### src/rtl/trg_lvl_if.sv
// Sample stream tap feeding trg_lvl: signed ADC sample plus valid, no backpressure.
interface trg_lvl_if #(
    parameter int DW = 14
);
    logic [DW-1:0] dat;
    logic          vld;

    modport master (output dat, output vld);
    modport slave  (input  dat, input  vld);
endinterface

### src/rtl/trg_lvl.sv
// Level/edge trigger with hysteresis arming and programmable holdoff.
// Optional trigger pulse counter on sts_cnt when TRG_LVL_CNT_EN is defined.
module trg_lvl #(
    parameter int DW = 14,
    parameter int CW = 32
) (
    input  logic          clk,
    input  logic          rstn,
    trg_lvl_if.slave      sti,
    input  logic          ctl_rst,
    input  logic          cfg_en,
    input  logic          cfg_edg,
    input  logic [DW-1:0] cfg_lvl,
    input  logic [DW-1:0] cfg_hst,
    input  logic [CW-1:0] cfg_hld,
    output logic          trg,
    output logic          sts_arm,
    output logic          sts_hld
`ifdef TRG_LVL_CNT_EN
    ,
    output logic [31:0]   sts_cnt
`endif
);

    typedef enum logic [1:0] {
        IDLE  = 2'd0,
        ARMED = 2'd1,
        HOLD  = 2'd2
    } state_t;

    state_t        state;
    logic [CW-1:0] cnt;
    logic          clr;

    // One extra bit keeps lvl +/- hst exact over the full signed range.
    logic signed [DW:0] dat_x;
    logic signed [DW:0] lvl_x;
    logic signed [DW:0] hst_x;
    logic signed [DW:0] arm_lo;
    logic signed [DW:0] arm_hi;
    logic               arm_hit;
    logic               fire_hit;
    logic               fire;

    always_comb begin
        dat_x    = {sti.dat[DW-1], sti.dat};
        lvl_x    = {cfg_lvl[DW-1], cfg_lvl};
        hst_x    = {1'b0, cfg_hst};
        arm_lo   = lvl_x - hst_x;
        arm_hi   = lvl_x + hst_x;
        arm_hit  = cfg_edg ? (dat_x > arm_hi) : (dat_x < arm_lo);
        fire_hit = cfg_edg ? (dat_x <= lvl_x) : (dat_x >= lvl_x);
        fire     = (state == ARMED) && sti.vld && fire_hit;
        clr      = !rstn || ctl_rst || !cfg_en;
    end

    always_ff @(posedge clk) begin
        if (clr) begin
            state <= IDLE;
            cnt   <= '0;
            trg   <= 1'b0;
        end else begin
            trg <= 1'b0;
            case (state)
                IDLE: begin
                    if (sti.vld && arm_hit)
                        state <= ARMED;
                end
                ARMED: begin
                    if (fire) begin
                        state <= HOLD;
                        cnt   <= cfg_hld;
                        trg   <= 1'b1;
                    end
                end
                HOLD: begin
                    if (cnt == '0)
                        state <= IDLE;
                    else
                        cnt <= cnt - CW'(1);
                end
                default: state <= IDLE;
            endcase
        end
    end

    assign sts_arm = (state == ARMED);
    assign sts_hld = (state == HOLD);

`ifdef TRG_LVL_CNT_EN
    always_ff @(posedge clk) begin
        if (clr)
            sts_cnt <= '0;
        else if (fire)
            sts_cnt <= sts_cnt + 32'd1;
    end
`endif

endmodule

### src/flat_wrapper.sv
// flat-port wrapper written by rule: the top's interface ports become plain ports
module trg_lvl_flat 
#(
    parameter int DW = 14,
    parameter int CW = 32
)
  (clk, rstn, ctl_rst, cfg_en, cfg_edg, cfg_lvl, cfg_hst, cfg_hld, trg, sts_arm, sts_hld, sti_dat, sti_vld);
  trg_lvl_if #(.DW(DW)) sti_i ();
  input  logic clk;
  input  logic rstn;
  input  logic ctl_rst;
  input  logic cfg_en;
  input  logic cfg_edg;
  input  logic [DW-1:0] cfg_lvl;
  input  logic [DW-1:0] cfg_hst;
  input  logic [CW-1:0] cfg_hld;
  output logic trg;
  output logic sts_arm;
  output logic sts_hld;
  input wire logic [$bits(sti_i.dat)-1:0] sti_dat;
  input wire logic [$bits(sti_i.vld)-1:0] sti_vld;
  assign sti_i.dat = sti_dat;
  assign sti_i.vld = sti_vld;
  trg_lvl #(.DW(DW), .CW(CW)) u_core (.clk(clk), .rstn(rstn), .sti(sti_i), .ctl_rst(ctl_rst), .cfg_en(cfg_en), .cfg_edg(cfg_edg), .cfg_lvl(cfg_lvl), .cfg_hst(cfg_hst), .cfg_hld(cfg_hld), .trg(trg), .sts_arm(sts_arm), .sts_hld(sts_hld));
endmodule
### config.mk
export PLATFORM = sky130hd
export DESIGN_NAME = trg_lvl_flat
export DESIGN_NICKNAME = d
export VERILOG_FILES = /design/src/rtl/trg_lvl_if.sv /design/src/rtl/trg_lvl.sv /design/src/flat_wrapper.sv
export SDC_FILE = /design/constraint.sdc
export NUM_CORES = 1
export LEC_CHECK = 0
export ABC_CLOCK_PERIOD_IN_PS = 5150
export BUFFER_PORTS_ARGS = -buffer_cell sky130_fd_sc_hd__clkbuf_2
export CORE_MARGIN = 3
export CORE_UTILIZATION = 39
export CTS_CLUSTER_DIAMETER = 40
export CTS_CLUSTER_SIZE = 16
export DETAILED_ROUTE_END_ITERATION = 7
export RECOVER_POWER = 25
export SLEW_MARGIN = 20
export SYNTH_ARGS = -nofsm -noshare
export SYNTH_HDL_FRONTEND = slang
export SYNTH_SLANG_ARGS = --single-unit
### constraint.sdc
create_clock -name clk -period 5.15 [get_ports clk]
set_clock_uncertainty 0.2 [all_clocks]
set_input_delay 0.515 -clock clk [delete_from_list [all_inputs] [get_ports clk]]
set_output_delay 0.515 -clock clk [all_outputs]
set_load 0.005 [all_outputs]
# Word-level counts from Yosys, hierarchy flattened
# Cells that the tools add are included.
[totals]
word_cells = 40
romBits = 0
mem_count = 0
register_bits = 35
latchBits = 0
ramBits = 0
in_bits = 80
output_inout_bits = 3
[classes]
mul = 0
n_mux = 10
shift = 0
reduce_logical = 13
div = 0
add_sub_neg = 3
n_eq_ne = 6
n_bitwise = 1
magnitude_cmp = 4
[ops]
columns = ["operator", "n"]
rows = [
  ["32-bit two-way mux", 2],
  ["32-bit one-hot mux with 2 select lines", 1],
  ["32-bit logical NOT", 1],
  ["32-bit by 1-bit subtractor with 32-bit output (second input constant)", 1],
  ["14-bit by 15-bit adder with 15-bit output", 1],
  ["14-bit by 15-bit greater-than comparator with 1-bit output", 1],
  ["14-bit by 15-bit < comparator with 1-bit output", 1],
  ["14-bit by 15-bit subtractor with 15-bit output", 1],
  ["14-bit >= comparator", 1],
  ["14-bit less-or-equal comparator", 1],
  ["2-bit two-way mux", 3],
  ["2-bit by 1-bit != test with 1-bit output (second input constant)", 3],
  ["2-bit one-hot mux with 3 select lines", 1],
  ["3-bit AND reduction", 2],
  ["1-bit logical AND", 3],
  ["1-bit two-way mux", 3],
  ["2-bit by 1-bit equality test with 1-bit output (second input constant)", 1],
  ["2-bit equality test (second input constant)", 1],
  ["1-bit logical NOT", 2],
  ["2-bit logical NOT", 1],
  ["1-bit logical OR", 2],
  ["2-bit != test (second input constant)", 1],
  ["2-bit nonzero test", 1],
  ["2-bit OR reduction", 1],
  ["1-bit NOT", 1],
]

# Longest topological paths before layout
[logic_depth]
word_depth = 6
depth_mapped = 19
depth_no_buf = 19

# Worst setup path before layout
# Ideal clock, no wire load.
[synth_path]
path_kind = "input to register"
startpoint = "input cfg_lvl[0]"
endpoint = "register u_core.state[0]"
cell_stages = 19
n_path_buf = 0
required_ns = 4.831
arrival_time_ns = 4.031
setup_time_ns = 0.119
path_slack_ns = 0.800
path_cell_list = "inv_1 -> ha_1 -> inv_1 -> fa_1 -> a211oi_1 -> o21bai_1 -> a31oi_1 -> o21ai_0 -> o41ai_1 -> mux2i_1 -> o2111ai_1 -> ha_1 -> nand2b_1 -> o21ai_0 -> nand4b_1 -> o32a_1 -> a31oi_1 -> nor3b_1 -> o221a_2"
[synth_between]
elab_chain_len = 6
word_cells_on_any_way = 13
classes_between = "add/sub: 2; order compare: 4; eq/ne: 2; mux: 2; reduce/logical: 3"
[synth_lines]
columns = ["item", "line_no", "text"]
rows = [
  ["start: declaration", "flat_wrapper.sv:14", "input logic [DW-1:0] cfg_lvl;"],
  ["14-bit by 15-bit subtractor with 15-bit output / 14-bit by 15-bit adder with 15-bit output (equally long branches)", "trg_lvl.sv:49, trg_lvl.sv:50", ""],
  ["14-bit by 15-bit < comparator with 1-bit output / 14-bit by 15-bit greater-than comparator with 1-bit output (equally long branches)", "trg_lvl.sv:51", "arm_hit = cfg_edg ? (dat_x > arm_hi) : (dat_x < arm_lo);"],
  ["1-bit two-way mux", "trg_lvl.sv:51", ""],
  ["1-bit logical AND", "trg_lvl.sv:66", "if (sti.vld && arm_hit)"],
  ["2-bit by 1-bit != test with 1-bit output (no source line)", "-", ""],
  ["3-bit AND reduction (no source line) *", "-", ""],
  ["end signal: assignment", "trg_lvl.sv:59", "state <= IDLE;"],
  ["end signal: assignment", "trg_lvl.sv:67", "state <= ARMED;"],
  ["end signal: assignment", "trg_lvl.sv:71", "state <= HOLD;"],
  ["end: declaration", "trg_lvl.sv:31", "state_t state;"],
]
# Mark *: on every way between the ends. The rest lies on a longest branch, timed or not.
# A chain may end at the register's enable or synchronous reset.

# Worst setup path after layout
# Same ends and word-level chain as after synthesis.

==> impl_results.md <==
* Initial core utilization at 0.406
* WP data required at 5120 ps
* Pleak at 0.00239 uW
* Post-synth net total at 791
* Leading area contributor after synthesis: ha_1
* Peak supply drop at 0.000181 V
* # DRC at 0
* Rows at 39
* DIE WIDTH at 116 um
* Core Area at 11700 um^2
* Layout area overhead at 12.6%
* Vias per inst at 5.91
* Max_cap viols at 1
* Syn_area_per_cell at 7.47 um^2
* Cells after synthesis at 634
* Number of global-route vias before repair at 4600
* Period utilization at 0.889
* Initial drt markers at 318
* Final setup fails at 0
* Fill cells at 1196
* Critical path type: primary input to register
* Via Count at 4943
* Global-route wire length before repair at 21900 um
* Failing checks: capacitance limit, slew limit
* Setup TNS at 0 ps
* PD cells at 187 nW/um^2
* N_diodes at 0
* Clock Tree Root: clkbuf_16
* Port bufs at 82
* Max stage delay cell, worst path: fa_1
* Cell area after synthesis at 4740 um^2
* Layout cells sized above 1 at 0.154
* Final Hold Viols at 0
* Status: finished, violations left
* Initial antenna violation count at 0
* Largest net degree at the start of global routing at 56
* Area of the multi-input gates at 3670 um^2
* CTS tree: yes
* Post-layout util at 0.457
* Max FO, Critical Path at 3
* Worst min-delay path category: register to register
* Die area at 13500 um^2
* Synth async-reset ratio at 0
* CTS Buffer Depth at 2
* Global route overflow at 0
* TritonRoute pass-1 iters at 5
* Clk_lat worst skew at 280 ps
* Synth top area cells: ha_1 20%, dfxtp_1 15%, a21oi_1 4.4%
* Synth warn at 0
* Cells after DPL at 829
* Crit-path max cell delay at 430 ps
* H-tree levels at 2
* Setup crit start kind: primary input
* #FFs+latches synth at 35
* CTS Hold Bufs at 0
* Setup Buffers After CTS at 0
* GRT Total Usage at 0.197
* Fmax at 0.218 GHz
* Commonest non-fill, non-tap cell in the layout: clkbuf_2
* Clk sinks at 35
* Wire per inst at 16.3 um
* Final std cells w/o fill at 837
* Unique masters post-synth at 62
* Unrepaired setup endpoints after global routing: false
* Crit path DAT at 4550 ps
* Register area at 701 um^2
* Slew Limit Fails at 56
* Tmin final at 4580 ps
* Final WL at 13700 um
* Post-route ant nets at 0
* Most frequent cells in the layout: 81 x clkbuf_2, 75 x ha_1, 54 x nor2_1
* Chip Height at 116 um
* Critical path endpoint category: register
* Register area share after synthesis at 0.148
* Routability congestion estimate at 0.874
* EDFF count, synth at 0
* Synth Flop Type: dfxtp_1
* Final #Nets at 850
* IO Pins at 83
* Worst-margin pin slew at 1920 ps
* Crit path cell chain: clkbuf_2, inv_1, ha_1, inv_1, fa_1, a211oi_1, o21bai_1, a31oi_1, o21ai_0, o41ai_1, buf_4, mux2i_1, o2111ai_1, ha_1, nand2b_1, o21ai_0, nand4b_1, o32a_1, a31oi_1, nor3b_1, o221a_2
* Slew headroom at -0.277
* Num CTS Buffers at 5
* Clock transition at the registers of the reported paths at 50 ps
* Post-CTS Resized at 0
* Post-synth top area share at 0.198
* DP HPWL at 10400 um
## sequential cells by signal, summed over array words and instances (netlist names)
| name | flops |
|---|---|
| u_core.cnt | 32 |
| u_core.state | 2 |
| u_core.trg | 1 |
## power by group
| part | internal, uW | total, uW | switching (uW) |
|---|---|---|---|
| clock network | 179 | 299 | 120 |
| registers | 273 | 275 | 2.08 |
| logic | 180 | 422 | 242 |
| total | 631 | 995 | 364 |
## cell usage after synthesis (2+ instances only)
cell and count:
a211oi_1 16, a21o_1 4, a21oi_1 42, a221oi_1 2, a22oi_1 2, a31o_2 4, a31oi_1 17, a32o_1 16
and2_1 3, buf_1 3, buf_2 6, buf_6 5, clkbuf_1 19, dfxtp_1 35, fa_1 2, ha_1 75
inv_1 52, mux2i_1 5, nand2_1 42, nand2b_1 11, nand3_1 29, nand3b_1 3, nand4_1 12, nor2_1 54
nor2b_1 6, nor3_1 30, nor3b_1 4, nor4_1 10, nor4_4 2, o2111ai_1 2, o211ai_1 9, o21a_1 3
o21ai_0 27, o21bai_1 6, o311ai_0 2, o31a_1 2, o31ai_1 11, o32ai_1 2, o41ai_1 6, or3_1 5
or4_1 6, xnor2_1 18, xor2_1 5
## metal layers
metal,vias up,track usage,share of wire
met4,0,0.0340,0.0078
met5,-,0,0
met1,2307,0.271,0.47
li1,2487,-,-
met2,140,0.331,0.47
met3,9,0.0275,0.054
## critical path, delay by kind of cell
kind	cells	cell delay [ps]
buffers and inverters	4	390
multiplexers	1	180
adder cells (fa/ha/maj)	3	900
AO/OA/AOI/OAI	10	2170
AND/OR/NAND/NOR	3	380
## final cells by class
class                      count  area share
clock buffer                   6      0.0242
clock inverter                 2     0.00235
inverter                      52      0.0366
multi-input combinational    513       0.687
sequential                    35       0.131
tap                          143      0.0335
timing repair buffer          86      0.0847
## logic make-up (layout without fill, tap and decap cells)
| family | count (synthesis) | count (layout) | share of synthesized area |
|---|---|---|---|
| AO/OA/AOI/OAI | 182 | 182 | 0.264 |
| XOR/XNOR | 23 | 23 | 0.0425 |
| adder cells (fa/ha/maj) | 77 | 77 | 0.206 |
| buffers and inverters | 86 | 146 | 0.0784 |
| flip-flops | 35 | 35 | 0.148 |
| multiplexers | 6 | 6 | 0.0129 |
| AND/OR/NAND/NOR | 225 | 225 | 0.248 |
## worst paths after layout
kind                   start         endpoint  slack [ps]  depth (start not counted)
max               cfg_lvl[0]  u_core.state[0]         570                         21
min          u_core.state[1]  u_core.state[1]         300                          2
max reg2reg  u_core.state[0]   u_core.cnt[17]         820                          6
min reg2reg  u_core.state[1]  u_core.state[1]         300                          2
## metrics by stage
stage	power [uW]	cell area [um^2]	worst slack, ps	hold WS, ps
2_1_floorplan	577	4740	800	251
3_5_place_dp	699	5200	305	285
5_1_grt	1070	5340	263	315
4_1_cts	998	5340	582	298
6_report	995	5340	570	301
3_3_place_gp	690	5200	333	267
(Power assumes the default switching activity.)
